File: src/rtl/uart_pkg.sv
// Shared types and defaults for the UART receive-side frame controller.
package uart_pkg;

   typedef enum logic [2:0] {HUNT, LEN, PAYLOAD, CHECK, HOLD} rx_frm_state_t;

   localparam logic [7:0] SYNC_BYTE_DEFAULT = 8'hA5;

endpackage

File: src/rtl/uart_frame_buf.sv
// Payload buffer for one frame: MAX_LEN x 8 simple dual-port RAM, registered read.
module uart_frame_buf #(
   parameter int DEPTH = 16,
   parameter int AW    = 4
)(
   input  logic          clk,
   input  logic          rst,
   input  logic          wr_en,
   input  logic [AW-1:0] wr_addr,
   input  logic [7:0]    wr_data,
   input  logic [AW-1:0] rd_addr,
   output logic [7:0]    rd_data
);

   logic [7:0] mem [DEPTH];

   always_ff @(posedge clk) begin
      if (wr_en) mem[wr_addr] <= wr_data;
   end

   // read port: one cycle latency, cleared only so the output is defined out of reset
   always_ff @(posedge clk) begin
      if (rst) rd_data <= 8'h00;
      else     rd_data <= mem[rd_addr];
   end

endmodule

File: src/rtl/uart_rx_frame_ctrl.sv
// Frames UART bytes (SYNC, LEN, payload, XOR checksum) and hands good frames to the host.
// Optional inter-byte timeout is built when RX_FRAME_TIMEOUT_EN is defined.
module uart_rx_frame_ctrl
   import uart_pkg::*;
#(
   parameter int          MAX_LEN        = 16,
   parameter logic [7:0]  SYNC_BYTE      = SYNC_BYTE_DEFAULT,
   parameter int          TIMEOUT_CYCLES = 208000,
   localparam int         AW             = (MAX_LEN > 1) ? $clog2(MAX_LEN) : 1
)(
   input  logic          clk,
   input  logic          rst,
   input  logic          rx_done,
   input  logic [7:0]    rx_data,
   output logic          frm_valid,
   input  logic          frm_ready,
   output logic [7:0]    frm_len,
   input  logic [AW-1:0] rd_addr,
   output logic [7:0]    rd_data,
   output logic          err_chksum,
   output logic          err_len,
   output logic          err_overrun,
   output logic          err_timeout
);

   localparam logic [7:0] MAX_LEN_B = 8'(MAX_LEN);

   if (MAX_LEN < 1 || MAX_LEN > 255 || TIMEOUT_CYCLES < 2) begin : g_param_range
      $error("uart_rx_frame_ctrl: MAX_LEN must be 1..255 and TIMEOUT_CYCLES >= 2");
   end

   rx_frm_state_t state;
   logic [7:0]    acc;
   logic [7:0]    idx;
   logic          wr_en;

   assign wr_en = rx_done && (state == PAYLOAD);

   uart_frame_buf #(.DEPTH(MAX_LEN), .AW(AW)) u_buf (
      .clk     (clk),
      .rst     (rst),
      .wr_en   (wr_en),
      .wr_addr (idx[AW-1:0]),
      .wr_data (rx_data),
      .rd_addr (rd_addr),
      .rd_data (rd_data)
   );

`ifdef RX_FRAME_TIMEOUT_EN
   localparam int TW = $clog2(TIMEOUT_CYCLES + 1);
   localparam logic [TW-1:0] TO_LAST = TW'(TIMEOUT_CYCLES - 1);
   logic [TW-1:0] to_cnt;
`else
   assign err_timeout = 1'b0;
`endif

   always_ff @(posedge clk) begin
      if (rst) begin
         state       <= HUNT;
         frm_valid   <= 1'b0;
         frm_len     <= 8'h00;
         acc         <= 8'h00;
         idx         <= 8'h00;
         err_chksum  <= 1'b0;
         err_len     <= 1'b0;
         err_overrun <= 1'b0;
`ifdef RX_FRAME_TIMEOUT_EN
         err_timeout <= 1'b0;
         to_cnt      <= '0;
`endif
      end else begin
         err_chksum  <= 1'b0;
         err_len     <= 1'b0;
         err_overrun <= 1'b0;
         if (rx_done) begin
            case (state)
               HUNT: if (rx_data == SYNC_BYTE) state <= LEN;
               LEN: begin
                  frm_len <= rx_data;
                  acc     <= rx_data;
                  idx     <= 8'h00;
                  if (rx_data > MAX_LEN_B) begin
                     err_len <= 1'b1;
                     state   <= HUNT;
                  end else if (rx_data == 8'h00) begin
                     state <= CHECK;
                  end else begin
                     state <= PAYLOAD;
                  end
               end
               PAYLOAD: begin
                  acc <= acc ^ rx_data;
                  if (idx == frm_len - 8'd1) state <= CHECK;
                  else                       idx   <= idx + 8'd1;
               end
               CHECK: begin
                  if (rx_data == acc) begin
                     state     <= HOLD;
                     frm_valid <= 1'b1;
                  end else begin
                     err_chksum <= 1'b1;
                     state      <= HUNT;
                  end
               end
               HOLD:    err_overrun <= 1'b1;
               default: state <= HUNT;
            endcase
         end
         // release is independent of a colliding byte, which is still flagged as overrun
         if (state == HOLD && frm_valid && frm_ready) begin
            frm_valid <= 1'b0;
            state     <= HUNT;
         end
`ifdef RX_FRAME_TIMEOUT_EN
         err_timeout <= 1'b0;
         if (rx_done || state == HUNT || state == HOLD) begin
            to_cnt <= '0;
         end else if (to_cnt == TO_LAST) begin
            to_cnt      <= '0;
            err_timeout <= 1'b1;
            state       <= HUNT;
         end else begin
            to_cnt <= to_cnt + 1'b1;
         end
`endif
      end
   end

endmodule

File: config.mk
export PLATFORM = sky130hd
export DESIGN_NAME = uart_rx_frame_ctrl
export DESIGN_NICKNAME = d
export VERILOG_FILES = /design/src/rtl/uart_pkg.sv /design/src/rtl/uart_frame_buf.sv /design/src/rtl/uart_rx_frame_ctrl.sv
export SDC_FILE = /design/constraint.sdc
export NUM_CORES = 1
export LEC_CHECK = 0
export BUFFER_PORTS_ARGS = -buffer_cell sky130_fd_sc_hd__buf_2
export CAP_MARGIN = 40
export CORE_MARGIN = 1
export CORE_UTILIZATION = 58
export CTS_CLUSTER_DIAMETER = 50
export DETAILED_ROUTE_END_ITERATION = 10
export PLACE_DENSITY = 0.79
export SYNTH_ARGS = -nofsm -noshare
export SYNTH_HDL_FRONTEND = slang
export SYNTH_SLANG_ARGS = --single-unit
File: constraint.sdc
create_clock -name clk -period 6.4 [get_ports clk]
set_clock_uncertainty 0.1 [all_clocks]
set_input_delay 0.96 -clock clk [delete_from_list [all_inputs] [get_ports clk]]
set_output_delay 0.96 -clock clk [all_outputs]
set_load 0.02 [all_outputs]
# After elaboration in Yosys (flattened, before gate mapping)
# Memories as Yosys holds them, arrays and structs flattened. A register that Yosys moved wholly into a read port is not among the register bits.
# Cells that the tools add are included.
[totals]
reg_bits = 31
n_memories = 1
ram_bits = 128
in_bits = 16
word_cells = 56
[mem_list]
columns = ["memory", "words", "word_bits", "rd", "rd_clocked_by_memory_dff", "wr", "line_no", "rtl"]
rows = [
  ["u_buf.mem", 16, 8, 1, 1, 1, "uart_frame_buf.sv:15", "logic [7:0] mem [DEPTH];"],
]
[classes]
n_eq_ne = 10
n_reduce_logical = 15
mux = 14
bitwise = 5
order_cmp = 1
addsub = 2
[ops]
columns = ["cell", "count"]
rows = [
  ["$pmux W8 S2", 2],
  ["$eq A8 B8 Y1", 2],
  ["$pmux W3 S5", 1],
  ["$mux W3", 3],
  ["$add A8 B1 Y8 const B", 1],
  ["$eq A8 B8 Y1 const B", 1],
  ["$gt A8 B5 Y1 const B", 1],
  ["$logic_not A8 Y1", 1],
  ["$mux W8", 1],
  ["$sub A8 B1 Y8 const B", 1],
  ["$xor A8 B8 Y8", 1],
  ["$eq A3 B2 Y1 const B", 2],
  ["$mux W1", 6],
  ["$reduce_and A3 Y1", 2],
  ["$reduce_or A3 Y1", 2],
  ["$ne A2 B2 Y1 const B", 2],
  ["$not A1 Y1", 4],
  ["$reduce_and A2 Y1", 2],
  ["$reduce_and A4 Y1", 1],
  ["$reduce_or A2 Y1", 2],
  ["$eq A3 B1 Y1 const B", 1],
  ["$eq A3 B3 Y1 const B", 1],
  ["$logic_and A1 B1 Y1", 3],
  ["$logic_not A3 Y1", 1],
  ["other kinds (3)", 3],
]

# Longest topological paths before layout
[depth]
ltp_word = 4
ltp_mapped = 10
ltp_nobuf = 9

# Cells and area by module
# From an unflattened synthesis, not the netlist that was laid out.
[unflattened]
cells_unflattened = 492
hier_area_um2 = 7126.8
[by_module_without_submodules]
columns = ["mod", "area_each_um2", "cells_each", "instances"]
rows = [
  ["uart_frame_buf", 5282.6, 259, 1],
  ["uart_rx_frame_ctrl", 1844.3, 233, 1],
]

# Worst setup path before layout
# Ideal clock, no wire load.
[synth_timing]
path_kind = "in2reg"
startpoint = "input port rd_addr[0]"
endpoint = "register u_buf.rd_data[0] (read register of u_buf.mem)"
n_path_buf = 2
arrival_ns = 2.853
setup_slack_ns = 3.319
setup_time_ns = 0.128
stages = 5
required_time_ns = 6.172
cell_sequence = "clkbuf_1 -> buf_1 -> mux4_2 -> mux4_2 -> nor2b_1"
[synth_rtl]
columns = ["item", "line_no", "rtl"]
rows = [
  ["start: declaration", "uart_rx_frame_ctrl.sv:18", "input logic [AW-1:0] rd_addr,"],
  ["end: declaration", "uart_frame_buf.sv:12", "output logic [7:0] rd_data"],
]

# Final worst setup path
[layout_timing]
startpoint = "register frm_len[0]"
endpoint = "register idx[5]"
[layout_via]
elab_chain_cells = 4
[layout_lines]
columns = ["item", "line_no", "rtl"]
rows = [
  ["start: declaration", "uart_rx_frame_ctrl.sv:17", "output logic [7:0] frm_len,"],
  ["start signal: assignment", "uart_rx_frame_ctrl.sv:79", "frm_len <= rx_data;"],
  ["$sub A8 B1 Y8", "uart_rx_frame_ctrl.sv:93", "if (idx == frm_len - 8'd1) state <= CHECK;"],
  ["$eq A8 B8 Y1", "uart_rx_frame_ctrl.sv:93", ""],
  ["$ne A2 B2 Y1 (no line)", "-", ""],
  ["$reduce_and A3 Y1 (no line)", "-", ""],
  ["end signal: assignment", "uart_rx_frame_ctrl.sv:94", "else idx <= idx + 8'd1;"],
  ["end: declaration", "uart_rx_frame_ctrl.sv:34", "logic [7:0] idx;"],
]
# Every way passes these cells.
# A chain may end at the register's enable or synchronous reset.

==> impl_metrics.json <==
{
  "status": "completed",
  "cts_root_buffer": "clkbuf_16",
  "timing.critical_path.fanout_max": 14,
  "synthesis.area_per_instance_um2": 15.49,
  "timing.final.crit_period_ns": 3.121,
  "path_delay_family": "simple AND/OR/NAND/NOR gates",
  "cts_made_buffers": 17,
  "largest_area_contributor_in_the_synthesized_netlist": "edfxtp_1",
  "m1WireLength_um": 5706,
  "floorplan.die.height_um": 110.8,
  "vdd.ir_drop.worst_uv": 275.4,
  "slew_violations": 0,
  "timing.setup.tns_ns": 0,
  "postRouteAntennaNets": 0,
  "yosys.area.top_type_share_pct": 56.00,
  "cp-end-kind": "flip-flop",
  "post-cts-setup-buffers": 0,
  "final.period_utilization_pct": 48.76,
  "async_reset_ff_share_pct": 0,
  "regToRegSetupSlack_ns": 3.28,
  "cts_num_sinks": 167,
  "final-setup-viol-count": 0,
  "dr.pass1.iters": 4,
  "dp.final_hpwl_um": 9340,
  "setup.worst_path.start_class": "flip-flop",
  "layout_commonest_cell": "edfxtp_1",
  "worst-r2r-cell-count": 9,
  "detailedRoute.firstIterationViolations": 343,
  "cts_tree": "yes",
  "syn_nets": 464,
  "worst-endpoint-required_ns": 6.66,
  "multi_input_combinational_cell_area_um2": 2137,
  "met2WireLength_um": 7641,
  "antenna_found_initial": 0,
  "ant_cells": 0,
  "layout_common_cells": "edfxtp_1 (128), mux4_2 (40), dfxtp_1 (39), buf_2 (35), nor2_1 (31)",
  "met3WireLength_um": 893,
  "hold_buffers": 0,
  "fill_cells": 732,
  "core_area_um2": 11470,
  "number_of_nets_at_the_end_of_the_flow": 511,
  "synth.distinct_cells": 45,
  "max-slew-margin-rel_pct": 43.63,
  "maxClockFrequency_ghz": 0.3204,
  "ys_dominant_reg_cell": "edfxtp_1",
  "grt_pass1_wl_um": 22460,
  "yosysSeqAreaShare_pct": 67.37,
  "floorplan.rows": 39,
  "hold_viol_final": 0,
  "die_w_um": 110.8,
  "grt_start_max_net_pins": 34,
  "critical-path-slowest-cell": "or4_1",
  "end_point_of_the_most_critical_hold_path": "frm_len[7]",
  "top_layer_used_by_detailed_routing": "met4",
  "synthesis.area_um2": 6864,
  "cts-root-to-sink-buffers": 2,
  "floorplan.die_area_um2": 12270,
  "min_from": "frm_len[7]",
  "synthesis.yosys.warnings": 0,
  "crit_path_max_incr_delay_ns": 0.52,
  "layout_overhead_on_the_synthesized_area_pct": 15.73,
  "worstReg2RegStart": "frm_len[0]",
  "detail_route.wirelength_um": 14800,
  "critical_path.n_buffers_inverters": 1,
  "grt_residual_overflow": 0,
  "timing.rr.end": "idx[5]",
  "ys_ff_latch": 167,
  "routabilityCongestion": 0.7991,
  "arrival_ns": 3.38,
  "crit_path_cell_trace": "inv_1 -> ha_1 -> or3b_1 -> nor4_1 -> and4bb_1 -> or3_1 -> and3_4 -> or4_1 -> a21oi_1",
  "maxCapViolCount": 0,
  "grt_setup_unrepaired": "false",
  "class_of_the_tightest_hold_or_removal_check": "reg2reg",
  "via_count": 4072,
  "synthCells": 443,
  "h_tree_level_count": 4,
  "worst_pin_slew_ns": 0.8456,
  "timing.hold.worst_path_depth": 2,
  "netlist_top_cells_area": "edfxtp_1 (56%), mux4_2 (13%), dfxtp_1 (11%)",
  "initial_core_utilization_pct": 59.86,
  "design_power_mw": 2.353,
  "regArea_um2": 4624,
  "vias_per_cell": 6.303,
  "groute.usage.overall_pct": 25.48,
  "layout-drive-gt1-share_pct": 25.45,
  "first_global_vias": 4069,
  "power.density_cell_area_nw_per_um2": 296.2,
  "setup.worst_path.class": "reg2reg",
  "drc_errors": 0,
  "drt-wirelength-per-cell_um": 22.91,
  "insertion_delay_ns": 0.43,
  "io_pins": 37,
  "cts_resized": 0,
  "port_buffers": 35,
  "clkTransAtPathRegs_ns": 0.06,
  "power_leakage_nw": 2.664,
  "post_synth_edffs": 128
}
sequential cells by signal (all words and copies together) (netlist names):
signal / flops
u_buf.rd_data: 8
idx: 8
err_len: 1
u_buf.mem: 128
err_chksum: 1
state: 3
frm_len: 8
acc: 8
frm_valid: 1
err_overrun: 1
power by group:
part / total [mW] / switching (mW) / internal [mW]
clock: 1.09 / 0.406 / 0.688
combinational: 0.0894 / 0.0515 / 0.0379
sequential: 1.17 / 0.00153 / 1.17
cell type report:
class / instances / share of cell area [%]
Clock buffer: 18 / 5.402
Clock inverter: 14 / 2.599
Inverter: 4 / 0.1890
Multi-Input combinational cell: 247 / 26.90
Sequential cell: 167 / 58.21
Tap cell: 143 / 2.252
Timing Repair Buffer: 53 / 4.442
kinds of logic after synthesis:
group	count (synthesis)	share of synthesized area (%)
AND/OR/NAND/NOR	121	9.096
XOR/XNOR	17	2.169
other	1	0.05463
flip-flops	167	67.37
buffers and inverters	29	1.786
adder cells (fa/ha/maj)	5	0.9114
AO/OA/AOI/OAI	63	5.487
multiplexers	40	13.12
cell usage after synthesis, types with 4 or more instances:
cell,n
buf_1,5
dfxtp_1,39
clkbuf_1,16
edfxtp_1,128
xnor2_1,15
nand3_1,8
a22oi_1,9
nor3_1,12
nand2_1,25
o21ai_0,14
nor2b_1,11
nand2b_1,6
nand4_1,6
a21oi_1,27
nor2_1,31
or4_1,5
inv_1,4
mux4_2,40
ha_1,5
through the flow:
stage,setup WS [ns],std cells,hold slack (ns),instance area (µm²),util [%]
3_5_place_dp,3.293,614,0.3888,7308,63.73
3_3_place_gp,3.088,596,0.3739,7131,62.18
2_1_floorplan,3.319,443,0.3643,6864,-
4_1_cts,3.315,646,0.3987,7944,69.27
5_1_grt,3.084,646,0.4299,7944,69.27
6_report,3.279,646,0.3967,7944,69.27
worst register-to-register path: cells and delay by family, from the launching register on:
family	cells	cell delay, ns
AO/OA/AOI/OAI	1	0.15
buffers and inverters	1	0.08
AND/OR/NAND/NOR	6	2.13
adder cells (fa/ha/maj)	1	0.22
flip-flops	1	0.37
metal layers:
metal	GRT usage, %	vias up
met5	0	-
met4	14.93	0
met3	6.178	46
met2	42.19	184
met1	30.51	2027
li1	-	1815
how the worst max path moves through the flow:
| stage | from | end | slack [ns] | cells past startpoint |
|---|---|---|---|---|
| floorplan | rd_addr[0] | u_buf.rd_data[0] | 3.32 | 5 |
| global placement | rd_addr[0] | u_buf.rd_data[4] | 3.09 | 4 |
| detailed placement | rd_addr[0] | u_buf.rd_data[5] | 3.29 | 5 |
| CTS | frm_len[0] | idx[5] | 3.31 | 9 |
| global route | frm_len[0] | idx[5] | 3.08 | 9 |
| finish | frm_len[0] | idx[5] | 3.28 | 9 |
(Power assumes the default switching activity.)
